## config.mk

```make
export PLATFORM = sky130hd
export DESIGN_NAME = mem_arbiter
export DESIGN_NICKNAME = d
export VERILOG_FILES = /design/src/rtl/cpu_types_pkg.sv /design/src/rtl/arb_fairness.sv /design/src/rtl/mem_arbiter.sv
export SDC_FILE = /design/constraint.sdc
export NUM_CORES = 1
export LEC_CHECK = 0
export CORE_AREA = 5 5 104 106
export CTS_CLUSTER_SIZE = 8
export DETAILED_ROUTE_END_ITERATION = 6
export DIE_AREA = 0 0 109 111
export PLACE_DENSITY = 0.74
export SLEW_MARGIN = 20
export SYNTH_ARGS = -nofsm -noshare
export SYNTH_HDL_FRONTEND = slang
export SYNTH_SLANG_ARGS = --single-unit
```

## constraint.sdc

```tcl
create_clock -name CLK -period 4.2 [get_ports CLK]
set_input_delay 1.05 -clock CLK [delete_from_list [all_inputs] [get_ports CLK]]
set_output_delay 1.05 -clock CLK [all_outputs]
set_load 0.005 [all_outputs]
```

## src/rtl/cpu_types_pkg.sv

```systemverilog
// cpu_types_pkg: shared word, RAM-status and arbiter-state types
package cpu_types_pkg;
  typedef logic [31:0] word_t;
  typedef enum logic [1:0] {FREE, BUSY, ACCESS, ERROR} ramstate_t;
  typedef enum logic [1:0] {IDLE, IGRANT, DGRANT} arb_state_t;
endpackage

```

## src/rtl/arb_fairness.sv

```systemverilog
// arb_fairness: remembers who was granted last and how often the icache lost, forcing icache once starved
module arb_fairness
  import cpu_types_pkg::*;
#(
  parameter int STARVE_LIMIT = 4
) (
  input  logic       CLK,
  input  logic       nRST,
  input  arb_state_t state,
  input  logic       dreq,
  input  logic       iREN,
  output logic       forceI
);
  localparam int SW = $clog2(STARVE_LIMIT + 1);
  logic          lastD;
  logic [SW-1:0] streak;
  assign forceI = lastD && streak >= SW'(STARVE_LIMIT);
  // update history when a grant is released
  always_ff @(posedge CLK, negedge nRST)
    if (!nRST) begin
      lastD  <= 1'b0;
      streak <= '0;
    end else if (state == DGRANT && !dreq) begin
      lastD  <= 1'b1;
      streak <= !iREN ? '0 : streak == SW'(STARVE_LIMIT) ? streak : streak + 1'b1;
    end else if (state == IGRANT && !iREN) begin
      lastD  <= 1'b0;
      streak <= '0;
    end
endmodule

```

## src/rtl/mem_arbiter.sv

```systemverilog
// mem_arbiter: single-port RAM arbiter between dcache (priority) and icache with burst lock
module mem_arbiter
  import cpu_types_pkg::*;
#(
  parameter int STARVE_LIMIT = 4,
  parameter int ERRCNT_W     = 8
) (
  input  logic                CLK,
  input  logic                nRST,
  input  logic                iREN,
  input  word_t               iaddr,
  output word_t               iload,
  output logic                iwait,
  input  logic                dREN,
  input  logic                dWEN,
  input  word_t               daddr,
  input  word_t               dstore,
  output word_t               dload,
  output logic                dwait,
  output logic                ramREN,
  output logic                ramWEN,
  output word_t               ramaddr,
  output word_t               ramstore,
  input  word_t               ramload,
  input  logic [1:0]          ramstate,
  output logic [ERRCNT_W-1:0] err_count
);
  arb_state_t state;
  logic       dreq, forceI, dGrant, iGrant, access, ramErr;
  assign dreq   = dREN | dWEN;
  assign dGrant = state == DGRANT;
  assign iGrant = state == IGRANT;
  assign access = ramstate_t'(ramstate) == ACCESS;
  assign ramErr = ramstate_t'(ramstate) == ERROR;

  arb_fairness #(.STARVE_LIMIT(STARVE_LIMIT)) uFair (
    .CLK   (CLK),
    .nRST  (nRST),
    .state (state),
    .dreq  (dreq),
    .iREN  (iREN),
    .forceI(forceI)
  );

  // grant FSM: dcache wins ties unless icache is starved; grants held while requested
  always_ff @(posedge CLK, negedge nRST)
    if (!nRST) state <= IDLE;
    else
      case (state)
        IDLE:    state <= dreq && !(iREN && forceI) ? DGRANT : iREN ? IGRANT : IDLE;
        DGRANT:  if (!dreq) state <= IDLE;
        IGRANT:  if (!iREN) state <= IDLE;
        default: state <= IDLE;
      endcase

  // saturating count of RAM error cycles seen while someone holds the grant
  always_ff @(posedge CLK, negedge nRST)
    if (!nRST) err_count <= '0;
    else if (state != IDLE && ramErr && err_count != '1) err_count <= err_count + 1'b1;

  assign ramWEN   = dGrant && dWEN;
  assign ramREN   = iGrant || (dGrant && dREN && !dWEN);
  assign ramaddr  = dGrant ? daddr : iGrant ? iaddr : '0;
  assign ramstore = dGrant ? dstore : '0;
  assign iwait    = !(iGrant && access);
  assign dwait    = !(dGrant && access);
  assign iload    = iGrant ? ramload : '0;
  assign dload    = dGrant ? ramload : '0;
endmodule

```

==> reports/results.ini, run 1 <==
[run_status]
run_status = complete, no violations

[yosys]
syn_area_per_cell_um2 = 7.74
synth-edff-count = 0
synth.cell_area_um2 = 1760
synth.distinct_cells = 32
netlist_top_cells_area = sky130_fd_sc_hd__and2_1 (35%), sky130_fd_sc_hd__dfrtp_1 (20%), sky130_fd_sc_hd__a22o_1 (16%)
syn_nets = 366
synth.top_cell.area_share_pct = 34.8
number_of_warnings_printed_during_yosys_synthesis = 0
netlist.top_cell.by_area = sky130_fd_sc_hd__and2_1
synth-seq-cells = 14
ys_dominant_reg_cell = sky130_fd_sc_hd__dfrtp_1
postSynthCellCount = 228
fraction_of_registers_with_async_set_reset_pct = 100
ys_seq_area_share_pct = 19.9

[routing]
drc = 0
antenna_violation_net_count_after_detailed_routing = 0
drt_iter0_markers = 151
dr_total_vias = 2705
routed_wirelength_um = 12600
post_drt_via_cell_ratio = 4.35
detailedRoute.firstPassIterationCount = 4
routed_wirelength_normalized_by_instance_count_um = 20.2

[worst_setup_path]
critical_path.cell_chain = nor2b_4 > buf_12 > and2_1 > clkdlybuf4s50_1
r2r.worst_path.cells = 3
cp_slowest_cell = sky130_fd_sc_hd__nor2b_4
required_ns = 3.15
crit-reg2reg-capture = uFair.streak[0]$_DFFE_PN0P_
worst_setup_ep_type = primary output
cp.buffers_inverters = 2
cpLargestDelayFamily = buffers and inverters
critPathMaxFanout = 64
critical_path_arrival_ns = 2.46
highest_cell_delay_on_the_worst_timing_path_ns = 0.57
setup.worst_path.class = register to primary output
timing.reg2reg.setup_slack_ns = 2.52
r2r_start = state[0]$_DFFE_PN0P_
sort_of_element_at_the_start_of_the_critical_path = register

[placed_design]
pre_cts_slack_ns = 0.831
gpl.final_weighted_congestion = 0.912
port_buffers = 274
place.detailed.hpwl_um = 10600

[floorplan]
starting_density_of_the_core_pct = 18.2
row_count = 36
die-width_um = 109
pin_count = 275
fp.dieH_um = 111
design.die.area_um2 = 12100
core-area_um2 = 9680

[pwr]
total_power_uw = 1470
cellLeakagePower_uw = 0.00181
power_density_nw_per_um2 = 312
max-vdd-ir-drop_v = 0.000230

[final_layout]
fin_util_pct = 48.5
fillerInstances = 910
layout.cells.most_common_list = sky130_fd_sc_hd__clkdlybuf4s50_1 (274), sky130_fd_sc_hd__and2_1 (98), sky130_fd_sc_hd__a22o_1 (32)
fraction_of_final_layout_cells_sized_beyond_drive_strength_1_pct = 2.86
nNetsFinal = 628
flow.area_growth_from_synthesis_pct = 166
n_antenna_cell = 0
final_common_cell = sky130_fd_sc_hd__clkdlybuf4s50_1

[hold_path]
min_path_cells = 1
min-delay-start = uFair.lastD$_DFFE_PN0P_
min_to = state[1]$_DFFE_PN0P_
holdCritPathClass = register to register

[global_route]
first_global_vias = 2859
number_of_antenna_violations_at_the_first_check_in_global_routing = 0
grt_first_pass_wirelength_um = 17800
grt_start_max_net_pins = 65
all_layer_global_routing_usage_pct = 19.1
grt_overflow = 0

[clock_tree]
clk_path_buf_depth = 2
post_cts.repair.setup_buffers = 0
ctsRootBufferMaster = sky130_fd_sc_hd__clkbuf_8
hold_fix_buffers_at_cts = 0
clk_transition_reported_paths_ns = 0.06
tritoncts.num_buffers = 3
clock-sinks = 14
clock_insertion_delay_worst_skew_ns = 0.24
cts_resized = 0
htreeDepth = 1
tritoncts = yes

[sta]
post-route-min-period_ns = 3.51
worst_slew_margin_rel_pct = 53.8
tns_ns = 0
post-route-period-util_pct = 83.5
worst-slew-pin-transition_ns = 0.684
post-route-worst-setup-slack_ns = 0.693
hold_viol = 0
rsz_0062_raised_after_global_routing = no
report.final.setup_viol = 0
clock-skew-final_ns = 0.00182
report.final.slew_viol_count = 0
fmaxAchievable_mhz = 285

[run]
cap_violations = 0

-- how the worst max path moves through the flow --
stage	cells past startpoint	startpoint	end
5_1_grt	4	state[1]$_DFFE_PN0P_	ramaddr[3]
2_1_floorplan	2	dWEN	ramREN
3_3_place_gp	4	dWEN	ramREN
4_1_cts	4	state[1]$_DFFE_PN0P_	ramaddr[3]
3_5_place_dp	4	dWEN	ramREN
6_report	4	state[1]$_DFFE_PN0P_	ramstore[12]
-- Yosys cell counts (2+ instances only) --
master / count
sky130_fd_sc_hd__a21oi_1: 7
sky130_fd_sc_hd__xor2_1: 2
sky130_fd_sc_hd__a211oi_1: 2
sky130_fd_sc_hd__nor3_1: 2
sky130_fd_sc_hd__nand2b_1: 2
sky130_fd_sc_hd__clkbuf_1: 12
sky130_fd_sc_hd__nand3_1: 7
sky130_fd_sc_hd__nor2b_1: 5
sky130_fd_sc_hd__ha_1: 3
sky130_fd_sc_hd__o21ai_0: 2
sky130_fd_sc_hd__inv_1: 4
sky130_fd_sc_hd__nand2_1: 6
sky130_fd_sc_hd__a22o_1: 32
sky130_fd_sc_hd__nand4_1: 4
sky130_fd_sc_hd__buf_2: 7
sky130_fd_sc_hd__and3_1: 2
sky130_fd_sc_hd__o211ai_1: 2
sky130_fd_sc_hd__dfrtp_1: 14
sky130_fd_sc_hd__mux2_2: 3
sky130_fd_sc_hd__and2_1: 98
-- per-layer routing --
| layer | vias up | part of all wire, % | GRT usage (%) |
|---|---|---|---|
| met5 | - | 0 | 0 |
| met4 | 0 | 1.4 | 3.45 |
| met3 | 10 | 11 | 4.95 |
| met2 | 136 | 51 | 34.6 |
| met1 | 1240 | 37 | 22.4 |
| li1 | 1319 | - | - |
-- power by group --
| part | total (uW) | switching [uW] | internal, uW |
|---|---|---|---|
| combinational | 1090 | 409 | 680 |
| sequential | 247 | 68.2 | 179 |
| clock | 130 | 47.1 | 82.9 |
| total | 1470 | 524 | 943 |
-- flip-flops by register name, summed over array words and instances, names as in the netlist --
name          count
err_count         8
uFair.streak      3
state             2
uFair.lastD       1
-- metrics by stage --
stage          hold WS [ns]  std cells  instance area [um2]
6_report              0.495        622                 4700
2_1_floorplan         0.450        228                 1760
5_1_grt               0.525        622                 4700
4_1_cts               0.503        622                 4700
3_5_place_dp          0.495        618                 4640
3_3_place_gp          0.490        618                 4640
-- cell type report --
cell class	count	area, um2	share of cell area [%]
clock buffers	4	55.1	1.17
well taps	133	166	3.54
inverters	4	15.0	0.319
repair buffers	277	2790	59.4
multi-input cells	190	1320	28.1
flip-flops and latches	14	350	7.45
-- cell families (layout without fill, tap and decap cells) --
family | count (synthesis) | after routing | share of synthesized area [%]
adder cells (fa/ha/maj) | 3 | 3 | 2.13
AND/OR/NAND/NOR | 131 | 131 | 45.5
buffers and inverters | 24 | 285 | 6.03
flip-flops | 14 | 14 | 19.9
multiplexers | 3 | 3 | 1.91
AO/OA/AOI/OAI | 50 | 50 | 23.0
XOR/XNOR | 3 | 3 | 1.49
Power figures use the tool's default switching activity.
==> run 2, diff against run 1 <==
Settings changed: CORE_AREA 5 5 104 106 to 5 5 102 104, DIE_AREA 0 0 109 111 to 0 0 107 109, PLACE_DENSITY 0.74 to 0.77.
Clock period 4.2 ns to 3.4 ns, I/O delays scaled along.
==> run 2 against run 1 <==
Global-route usage shrank 0.95 points. Clock skew up 0.0025 ns. Sequential power is 25% higher. Flip-flop and latch count did not move. Wire length decreased by 8.2%. Non-clock buffer count grew 1. Final cell count is 3.1% lower. First-iteration DRC count fell by 19%. Die area fell by 3.6%. Highest routed layer unchanged.
==> reports/results.ini, run 2 (synthesis results as in run 1) <==
[run_status]
run_status = complete, no violations

[sta]
post-route-min-period_ns = 3.09
worst-slew-pin-transition_ns = 0.679
tns_ns = 0
clock-skew-final_ns = 0.00434
worst_slew_margin_rel_pct = 54.1
fmaxAchievable_mhz = 323
post-route-period-util_pct = 91.0
post-route-worst-setup-slack_ns = 0.307
report.final.setup_viol = 0
worst_hold_slack_ns = 0.495
rsz_0062_raised_after_global_routing = no
report.final.slew_viol_count = 0
hold_viol = 0

[routing]
drt_iter0_markers = 123
post_drt_via_cell_ratio = 4.54
antenna_violation_net_count_after_detailed_routing = 0
routed_wirelength_um = 11600
dr_total_vias = 2737
drc = 0
detailedRoute.firstPassIterationCount = 4
routed_wirelength_normalized_by_instance_count_um = 19.2

[clock_tree]
hold_fix_buffers_at_cts = 0
htreeDepth = 1
post_cts.repair.setup_buffers = 0
tritoncts = yes
tritoncts.num_buffers = 3
cts_resized = 0
clock_insertion_delay_worst_skew_ns = 0.24
ctsRootBufferMaster = sky130_fd_sc_hd__clkbuf_8
clk_path_buf_depth = 2
clock-sinks = 14
clk_transition_reported_paths_ns = 0.06

[hold_path]
min_path_cells = 1
holdCritPathClass = register to register
min-delay-start = uFair.lastD$_DFFE_PN0P_

[global_route]
grt_overflow = 0
grt_first_pass_wirelength_um = 16600
first_global_vias = 2797
grt_start_max_net_pins = 60
number_of_antenna_violations_at_the_first_check_in_global_routing = 0
all_layer_global_routing_usage_pct = 18.1

[final_layout]
fraction_of_final_layout_cells_sized_beyond_drive_strength_1_pct = 2.86
n_antenna_cell = 0
nNetsFinal = 629
flow.area_growth_from_synthesis_pct = 165
stdcell_area_um2 = 4670
final_common_cell = sky130_fd_sc_hd__clkdlybuf4s50_1
largest_register_ffs = 8
largest_register = err_count
fillerInstances = 903
reg.largest.list = err_count: 8 flops, uFair.streak: 3 flops, state: 2 flops
layout.cells.most_common_list = sky130_fd_sc_hd__clkdlybuf4s50_1 (274), sky130_fd_sc_hd__and2_1 (98), sky130_fd_sc_hd__a22o_1 (32)

[worst_setup_path]
critPathMaxFanout = 40
startpoint = state[1]$_DFFE_PN0P_
setup.worst_path.class = register to primary output
critical_path_depth = 4
worst_setup_ep_type = primary output
r2r_start = state[0]$_DFFE_PN0P_
highest_cell_delay_on_the_worst_timing_path_ns = 0.63
cp.buffers_inverters = 2
critical_path.cell_chain = nor2b_4 > buf_4 > a22o_1 > clkdlybuf4s50_1
required_ns = 2.55
critical_path_arrival_ns = 2.24
r2r.worst_path.cells = 3
cp_slowest_cell = sky130_fd_sc_hd__clkdlybuf4s50_1
cpLargestDelayFamily = buffers and inverters
sort_of_element_at_the_start_of_the_critical_path = register

[floorplan]
die-width_um = 107
pin_count = 275
fp.dieH_um = 109
row_count = 36
design.die.area_um2 = 11700
core-area_um2 = 9460
starting_density_of_the_core_pct = 18.7

[placed_design]
postPlaceCellArea_um2 = 4630
pre_cts_slack_ns = 0.419
place.detailed.hpwl_um = 9770
gpl.final_weighted_congestion = 0.854
port_buffers = 274

[run]
cap_violations = 0

[pwr]
max-vdd-ir-drop_v = 0.000527
power_density_nw_per_um2 = 381
cellLeakagePower_uw = 0.00181

-- run 2: cell count changes in the layout (fill, tap and decap cells not counted), sizes merged --
cell | previous run | this run
buf | 3 | 4
clkbuf | 4 | 3
-- run 2: cell type report --
| class | instances | area, um2 | area share [%] |
|---|---|---|---|
| Tap cell | 114 | 143 | 3.05 |
| Clock buffer | 3 | 41.3 | 0.884 |
| Timing Repair Buffer | 278 | 2800 | 59.9 |
| Multi-Input combinational cell | 190 | 1320 | 28.3 |
| Inverter | 4 | 15.0 | 0.322 |
| Sequential cell | 14 | 350 | 7.50 |
-- run 2: routing by layer --
metal | share of wire [%] | up-vias | GRT usage [%]
met4 | 0.99 | 0 | 2.74
met5 | 0 | - | 0
li1 | - | 1317 | -
met3 | 7.8 | 8 | 4.74
met1 | 41 | 1295 | 22.9
met2 | 50 | 117 | 31.7
-- run 2: metrics by stage --
step	total power, uW	utilization [%]	cells
floorplan	761	-	228
global placement	1620	48.9	600
detailed placement	1650	48.9	600
CTS	1800	49.4	603
global route	1900	49.4	603
finish	1780	49.4	603
-- run 2: final timing paths --
kind / endpoint / slack [ns]
min reg2reg: state[1]$_DFFE_PN0P_ / 0.49
max in group asynchronous: err_count[6]$_DFFE_PN0P_ / 1.96
min: state[1]$_DFFE_PN0P_ / 0.49
max reg2reg: uFair.streak[1]$_DFFE_PN0P_ / 1.77
min in group asynchronous: err_count[2]$_DFFE_PN0P_ / 1.02
max: ramaddr[1] / 0.31
-- run 2: where the power goes --
part           total (uW)  internal, uW  leakage (uW)  switching (uW)
logic                1330           842       0.00162             492
clock network         136          78.3     0.0000216            57.2
registers             309           222      0.000169            87.8
==> run 3, diff against run 2 <==
Clock period 3.4 ns to 3.2 ns, I/O delays scaled along.
==> run 3 against run 2 <==
Critical path type unchanged. Flip-flop and latch count unchanged. Register-to-register slack got worse by 0.19 ns. Highest routed layer unchanged. Clock power increased by 33%.
==> reports/results.ini, run 3 (synthesis results as in run 1) <==
[clock_tree]
ctsRootBufferMaster = sky130_fd_sc_hd__clkbuf_8
tritoncts.num_buffers = 3
htreeDepth = 1
hold_fix_buffers_at_cts = 0
post_cts.repair.setup_buffers = 0
cts_resized = 0
clock-sinks = 14
clk_path_buf_depth = 2
tritoncts = yes
clk_transition_reported_paths_ns = 0.06
clock_insertion_delay_worst_skew_ns = 0.26

[routing]
detailedRoute.firstPassIterationCount = 6
post_drt_via_cell_ratio = 4.58
drc = 0
dr_total_vias = 2771
antenna_violation_net_count_after_detailed_routing = 0
drt_iter0_markers = 136
routed_wirelength_um = 11800
routed_wirelength_normalized_by_instance_count_um = 19.5

[sta]
report.final.slew_viol_count = 0
hold_viol = 0
fmaxAchievable_mhz = 335
tns_ns = 0
post-route-min-period_ns = 2.98
clock-skew-final_ns = 0.00314
worst-slew-pin-transition_ns = 0.677
report.final.setup_viol = 0
post-route-period-util_pct = 93.2
worst_hold_slack_ns = 0.515
worst_slew_margin_rel_pct = 54.2
rsz_0062_raised_after_global_routing = no

[worst_setup_path]
critical_path_arrival_ns = 2.18
timing.reg2reg.setup_slack_ns = 1.58
r2r_start = state[0]$_DFFE_PN0P_
crit-reg2reg-capture = uFair.streak[0]$_DFFE_PN0P_
sort_of_element_at_the_start_of_the_critical_path = register
setup.worst_path.class = register to primary output
startpoint = state[1]$_DFFE_PN0P_
worst_setup_ep_type = primary output
critPathCapture = ramaddr[1]
critPathMaxFanout = 28
r2r.worst_path.cells = 3
required_ns = 2.40

[pwr]
cellLeakagePower_uw = 0.00182
max-vdd-ir-drop_v = 0.000439
total_power_uw = 1940
power_density_nw_per_um2 = 414

[floorplan]
fp.dieH_um = 109
design.die.area_um2 = 11700
pin_count = 275
starting_density_of_the_core_pct = 18.7
die-width_um = 107
core-area_um2 = 9460
row_count = 36

[final_layout]
fin_util_pct = 49.6
largest_register = err_count
flow.area_growth_from_synthesis_pct = 166
seq_cell_area_um2 = 350
fraction_of_final_layout_cells_sized_beyond_drive_strength_1_pct = 3.26
reg.largest.list = err_count: 8 flops, uFair.streak: 3 flops, state: 2 flops
nNetsFinal = 630
largest_register_ffs = 8
final_common_cell = sky130_fd_sc_hd__clkdlybuf4s50_1
fillerInstances = 894
multi_input_comb_area_um2 = 1320
n_antenna_cell = 0
layout.cells.most_common_list = sky130_fd_sc_hd__clkdlybuf4s50_1 (274), sky130_fd_sc_hd__and2_1 (98), sky130_fd_sc_hd__a22o_1 (32)

[global_route]
grt_first_pass_wirelength_um = 16700
number_of_antenna_violations_at_the_first_check_in_global_routing = 0
all_layer_global_routing_usage_pct = 18.4
grt_start_max_net_pins = 60
first_global_vias = 2818
grt_overflow = 0

[placed_design]
gpl.final_weighted_congestion = 0.860
place.detailed.hpwl_um = 9850
port_buffers = 274

[run_status]
run_status = complete, no violations

[run]
cap_violations = 0

[hold_path]
holdCritPathClass = register to register

[run 3: cell types whose count changed in the layout (fill, tap and decap cells not counted), sizes merged]
| cell | before | now |
|---|---|---|
| buf | 4 | 5 |
| clkbuf | 3 | 4 |
[run 3: through the flow]
step | instance area (um2) | std cells | setup slack, ns
5_1_grt | 4690 | 605 | 0.119
2_1_floorplan | 1760 | 228 | 1.13
3_3_place_gp | 4640 | 601 | 0.331
3_5_place_dp | 4640 | 601 | 0.333
4_1_cts | 4690 | 605 | 0.215
6_report | 4690 | 605 | 0.218
[run 3: final cells by class]
class,instances,share of cell area (%)
clock buffers,4,1.17
inverters,4,0.320
multi-input cells,190,28.2
flip-flops and latches,14,7.47
well taps,114,3.04
repair buffers,279,59.8
[run 3: worst min-delay path by stage]
stage / from / endpoint / cells past startpoint
5_1_grt: uFair.lastD$_DFFE_PN0P_ / state[1]$_DFFE_PN0P_ / 1
3_5_place_dp: uFair.lastD$_DFFE_PN0P_ / state[1]$_DFFE_PN0P_ / 1
2_1_floorplan: uFair.lastD$_DFFE_PN0P_ / state[1]$_DFFE_PN0P_ / 1
4_1_cts: uFair.lastD$_DFFE_PN0P_ / state[1]$_DFFE_PN0P_ / 1
3_3_place_gp: uFair.lastD$_DFFE_PN0P_ / state[1]$_DFFE_PN0P_ / 1
6_report: uFair.lastD$_DFFE_PN0P_ / state[1]$_DFFE_PN0P_ / 1
[run 3: metal layers]
metal	wire length, um	track usage [%]
met5	0	0
met3	1030	5.33
met4	218	4.29
met1	4830	22.7
met2	5700	31.6
[run 3: worst max-delay path, cell delays in order (launching register included)]
cell and delay [ns]:
sky130_fd_sc_hd__dfrtp_1 0.51, sky130_fd_sc_hd__nor2b_4 0.24, sky130_fd_sc_hd__buf_4 0.28, sky130_fd_sc_hd__a22o_1 0.24, sky130_fd_sc_hd__clkdlybuf4s50_1 0.64
[run 3: report_power, final]
group          total (uW)  switching, uW  leakage (uW)  internal [uW]
clock                 181           71.7     0.0000288            109
sequential            332           96.4      0.000169            235
combinational        1430            528       0.00163            900
